### src/rtl/ctrl_unit_seq.sv
// ctrl_unit_seq: registered decode/control stage between ID and ID/EXE.
// Decodes mode/op_code/s_in into execute and memory control. A memory
// instruction is held in MEM_WAIT until the data memory acknowledges it,
// or is dropped after MEM_TIMEOUT cycles with a one-cycle mem_err pulse.
//
// Ports:
//   clk, rst         clock, asynchronous active-low reset
//   in_valid         decode inputs carry a real instruction
//   mode, op_code    instruction class / data-processing opcode
//   s_in             S bit (load/store select in mode 01)
//   stall, flush     hazard freeze / branch-taken discard
//   mem_ready        data memory completes the current access
//   in_ready         instruction accepted this cycle if in_valid (combinational)
//   out_valid, exe_cmd, mem_r_en, mem_w_en, wb_en, s, b, undef
//                    registered control fields
//   mem_err          one-cycle pulse on memory timeout
//
// state    | meaning
// ---------+---------------------------------------------------------
// IDLE     | no memory access outstanding; accept/bubble/hold each cycle
// MEM_WAIT | memory access issued, holding outputs until mem_ready or timeout
module ctrl_unit_seq #(
  parameter  int MEM_TIMEOUT = 15,
  localparam int CNT_W       = $clog2(MEM_TIMEOUT + 1)
) (
  input  logic       clk,
  input  logic       rst,
  input  logic       in_valid,
  input  logic [1:0] mode,
  input  logic [3:0] op_code,
  input  logic       s_in,
  input  logic       stall,
  input  logic       flush,
  input  logic       mem_ready,
  output logic       in_ready,
  output logic       out_valid,
  output logic [3:0] exe_cmd,
  output logic       mem_r_en,
  output logic       mem_w_en,
  output logic       wb_en,
  output logic       s,
  output logic       b,
  output logic       undef,
  output logic       mem_err
);

  typedef enum logic {IDLE, MEM_WAIT} state_t;

  typedef struct packed {
    logic       out_valid;
    logic [3:0] exe_cmd;
    logic       mem_r_en;
    logic       mem_w_en;
    logic       wb_en;
    logic       s;
    logic       b;
    logic       undef;
  } ctrl_t;

  state_t           state_q, state_nxt;
  ctrl_t            ctrl_q, ctrl_nxt, dec;
  logic [CNT_W-1:0] cnt_q, cnt_nxt;
  logic             mem_err_q, mem_err_nxt;
  logic             slot_open;

  always_comb begin
    dec = '0;
    dec.out_valid = 1'b1;
    case (mode)
      2'b00: begin
        dec.wb_en = 1'b1;
        dec.s     = s_in;
        case (op_code)
          4'b1101: dec.exe_cmd = 4'b0001;
          4'b1111: dec.exe_cmd = 4'b1001;
          4'b0100: dec.exe_cmd = 4'b0010;
          4'b0101: dec.exe_cmd = 4'b0011;
          4'b0010: dec.exe_cmd = 4'b0100;
          4'b0110: dec.exe_cmd = 4'b0101;
          4'b0000: dec.exe_cmd = 4'b0110;
          4'b1100: dec.exe_cmd = 4'b0111;
          4'b0001: dec.exe_cmd = 4'b1000;
          4'b1010: begin
            dec.exe_cmd = 4'b0100;
            dec.wb_en   = 1'b0;
          end
          4'b1000: begin
            dec.exe_cmd = 4'b0110;
            dec.wb_en   = 1'b0;
          end
          default: begin
            dec           = '0;
            dec.out_valid = 1'b1;
            dec.undef     = 1'b1;
          end
        endcase
      end
      2'b01: begin
        dec.exe_cmd = 4'b0010;
        if (s_in) begin
          dec.mem_r_en = 1'b1;
          dec.wb_en    = 1'b1;
        end else begin
          dec.mem_w_en = 1'b1;
        end
      end
      2'b10: begin
        dec.b = 1'b1;
        dec.s = s_in;
      end
      default: dec.undef = 1'b1;
    endcase
  end

  // The issue slot is open in IDLE, and in MEM_WAIT on the cycle the
  // outstanding access completes.
  assign slot_open = (state_q == IDLE) || mem_ready;
  assign in_ready  = (state_q == IDLE) ? ~stall : (mem_ready & ~stall);

  always_comb begin
    state_nxt   = state_q;
    ctrl_nxt    = ctrl_q;
    cnt_nxt     = cnt_q;
    mem_err_nxt = 1'b0;
    if (slot_open) begin
      state_nxt = IDLE;
      cnt_nxt   = '0;
      if (flush) begin
        ctrl_nxt = '0;
      end else if (stall) begin
        // A completed access must not stay enabled, so a stall on the
        // completion cycle bubbles instead of holding.
        if (state_q == MEM_WAIT) ctrl_nxt = '0;
      end else if (in_valid) begin
        ctrl_nxt = dec;
        if (mode == 2'b01) state_nxt = MEM_WAIT;
      end else begin
        ctrl_nxt = '0;
      end
    end else if (cnt_q == CNT_W'(MEM_TIMEOUT - 1)) begin
      ctrl_nxt    = '0;
      mem_err_nxt = 1'b1;
      state_nxt   = IDLE;
      cnt_nxt     = '0;
    end else begin
      cnt_nxt = cnt_q + CNT_W'(1);
    end
  end

  always_ff @(posedge clk or negedge rst) begin
    if (!rst) begin
      state_q   <= IDLE;
      ctrl_q    <= '0;
      cnt_q     <= '0;
      mem_err_q <= 1'b0;
    end else begin
      state_q   <= state_nxt;
      ctrl_q    <= ctrl_nxt;
      cnt_q     <= cnt_nxt;
      mem_err_q <= mem_err_nxt;
    end
  end

  assign out_valid = ctrl_q.out_valid;
  assign exe_cmd   = ctrl_q.exe_cmd;
  assign mem_r_en  = ctrl_q.mem_r_en;
  assign mem_w_en  = ctrl_q.mem_w_en;
  assign wb_en     = ctrl_q.wb_en;
  assign s         = ctrl_q.s;
  assign b         = ctrl_q.b;
  assign undef     = ctrl_q.undef;
  assign mem_err   = mem_err_q;

endmodule

### config.mk
export PLATFORM = sky130hd
export DESIGN_NAME = ctrl_unit_seq
export DESIGN_NICKNAME = d
export VERILOG_FILES = /design/src/rtl/ctrl_unit_seq.sv
export SDC_FILE = /design/constraint.sdc
export NUM_CORES = 1
export LEC_CHECK = 0
export CORE_MARGIN = 2
export CORE_UTILIZATION = 41
export CTS_CLUSTER_SIZE = 28
export DETAILED_ROUTE_END_ITERATION = 10
export HOLD_SLACK_MARGIN = 0.03
export PLACE_DENSITY = 0.72
export SETUP_SLACK_MARGIN = 0.02
export SLEW_MARGIN = 20
export SYNTH_ARGS = -nofsm -noshare
export SYNTH_HDL_FRONTEND = slang
export SYNTH_SLANG_ARGS = --single-unit
### constraint.sdc
create_clock -name clk -period 2.5 [get_ports clk]
set_input_delay 0.375 -clock clk [delete_from_list [all_inputs] [get_ports clk]]
set_output_delay 0.375 -clock clk [all_outputs]
set_load 0.03 [all_outputs]
==> metrics.cfg <==
[status]
status = finished clean

[layout]
insertedDiodeCount = 0
area_delta_synth_final_pct = 31.5
layout.nets = 133
final_cells = 141
multiInputGateArea_um2 = 452
seqCellArea_um2 = 425
fillCellCount = 218
drive_above_1_share = 0.0796

[critical_path]
crit_path_start_kind = primary input
cp-end-kind = output port
r2r_setup_slack_ns = 0.96
crit_fanout = 4
crit_top_cell = clkdlybuf4s50_1
crit_slowest_cell = clkdlybuf4s50_1
startpoint = mem_ready
crit_required_ns = 2.12
crit_type = primary input to output port
arrival_ns = 1.69
rr_startpoint = cnt_q[0]
timing.rr.end = exe_cmd[1]
critPathMaxStageDelay_ns = 0.67
cp_cell_sequence = clkdlybuf4s50_1 > nor2b_2 > nor2_1 > clkdlybuf4s50_1
reg2reg_depth = 5

[clock_tree]
cts.clk_slew.worst_paths_ns = 0.09
cts_resized = 0
cts_hold_buf = 0
cts_max_level = 1
cts.sinks = 17
cts-buffers-inserted = 3
clk_latency_ns = 0.28
clockRootBuffer = clkbuf_4
cts_setup_buffers = 0
cts_tree = yes
clk_path_buf_depth = 2

[synth]
synth_compound_area_frac = 0.175
synth_top_family_by_area = simple AND/OR/NAND/NOR gates
netlist_top_cells_area = dfrtp_1, ha_1, a22o_2, a32o_1, nor2_1
syn_area_per_cell_um2 = 10.6
ys_warn_count = 0
ys_ff_latch = 17
synth-async-reset-ratio = 1.00
synth_simple_gate_area_frac = 0.196
synthAdderAreaFrac = 0.0815
synth_ff_type = dfrtp_1
netlist_area_um2 = 921
synth_fp_nets = 106
synth_mux_area_frac = 0
synth_top_area_share = 0.462
synth_edf_count = 0
ys_types = 36
seq_area_frac_synth = 0.462
synth_xor_area_frac = 0.0380
post-synth-top-area-cell = dfrtp_1
syn_inst = 87

[timing]
slew_viol_final = 0
period_share = 0.824
worst_pin_slew_ns = 0.755
rsz0062_at_grt = false
slew_headroom = 0.495
hold_viol_final = 0
skew_ns = 0.00390
clock.fmax_mhz = 485
fin_tns_setup_ns = 0
finalSetupViolCount = 0
fin_crit_ns = 2.06

[pwr]
p_leak_nw = 0.543
power_density_nw_per_um2 = 431
ir_worst_vdd_mv = 0.404

[routing]
drcViolationCount = 0
wl_mm = 1.87
wl_per_cell_um = 13.3
dr.first_iter.drc_count = 7
first_pass_iters = 4
route.vias.total = 741
post_drt_via_cell_ratio = 5.26
ant_nets = 0

[floorplan]
start_util = 0.424
die_w_um = 51.4
core_um2 = 2170
ioPinCount = 26
dieArea_um2 = 2640
die_y_um = 51.4
num_rows = 17

[worst_hold_path]
hp-class = register to register
hp-start = out_valid
holdPathEnd = out_valid
hold_depth = 1

[placement]
numPlacedInstances = 137
dpl.hpwl_mm = 1.46
io_buffers = 25
place_congestion = 0.704

[flow_run]
maxCapViolCount = 0

[global_routing]
track_usage = 0.156
overflow = 0
grt_max_degree = 18
grt_pass1_wl_mm = 3.06
grt_pass1_vias = 693
antenna_found_initial = 0

[state kept, by name, indices dropped and copies added, names as in the netlist]
register and cells:
cnt_q 4, b 1, mem_err 1, s 1, undef 1, out_valid 1
mem_w_en 1, mem_r_en 1, wb_en 1, exe_cmd 4, state_q 1
[cells in the final DEF (no fill, tap or decap), types with 2 or more instances in the layout]
cell,netlist,routed
a21oi_1,5,5
a22o_2,3,3
a32o_1,3,3
and4_1,2,2
clkbuf_4,0,3
clkdlybuf4s50_1,0,25
dfrtp_1,17,17
ha_1,6,6
inv_1,6,6
nand2_1,4,4
nand3_1,3,3
nand4_1,2,2
nor2_1,8,8
xnor2_1,2,2
xor2_1,2,2
[layout make-up]
| class | instances | area share |
|---|---|---|
| multi-input combinational | 61 | 0.373 |
| timing repair buffer | 25 | 0.207 |
| tap | 28 | 0.0289 |
| clock buffer | 4 | 0.0217 |
| sequential | 17 | 0.351 |
| inverter | 6 | 0.0186 |
[cell usage after synthesis, types with 2 or more instances]
library cell and instances:
inv_1 6, dfrtp_1 17, nand3_1 3, nor2_1 8, a32o_1 3, nand4_1 2, buf_2 2, xor2_1 2
and4_1 2, a21oi_1 5, nand2_1 4, xnor2_1 2, a22o_2 3, ha_1 6
[per-stage QoR]
stage | power [mW] | util | instance area, um2 | hold slack [ns] | setup slack (ns)
after floorplan | 0.339 | - | 921 | 0.0794 | 1.06
after global placement | 0.383 | 0.546 | 1180 | 0.475 | 0.463
final | 0.522 | 0.558 | 1210 | 0.505 | 0.439
after CTS | 0.528 | 0.558 | 1210 | 0.503 | 0.436
after global routing | 0.554 | 0.558 | 1210 | 0.527 | 0.403
after detailed placement | 0.384 | 0.546 | 1180 | 0.483 | 0.441
[power breakdown]
part / internal (mW) / leakage, nW / total, mW / switching (mW)
Combinational: 0.0438 / 0.293 / 0.0954 / 0.0516
Clock: 0.0619 / 0.0150 / 0.143 / 0.0812
Sequential: 0.280 / 0.235 / 0.283 / 0.00314
[critical path, delay by kind of cell]
kind | cells | cell delay (ns)
and+or+nand+nor | 2 | 0.15
buffers and inverters | 2 | 1.16
[kinds of logic (layout without fill, tap and decap cells)]
logic type,count (synthesis),count (layout)
AOI/OAI and AO/OA,20,20
and+or+nand+nor,31,31
xor gates and xnor gates,4,4
adders and majority gates,6,6
DFF,17,17
buffers and inverters,9,35
[metal layers]
layer | up-vias | track usage | wire length, um
met3 | 2 | 0.0292 | 61
met2 | 14 | 0.254 | 917
li1 | 370 | - | -
met5 | - | 0 | 0
met1 | 355 | 0.206 | 875
met4 | 0 | 0.0526 | 14
[worst max path at each step]
stage | slack [ns] | to | cells past startpoint
6_report | 0.44 | in_ready | 4
5_1_grt | 0.40 | in_ready | 4
2_1_floorplan | 1.06 | exe_cmd[1] | 6
3_5_place_dp | 0.44 | in_ready | 4
4_1_cts | 0.44 | in_ready | 4
3_3_place_gp | 0.46 | in_ready | 4
Note: power is estimated with default switching activity, not from simulation.
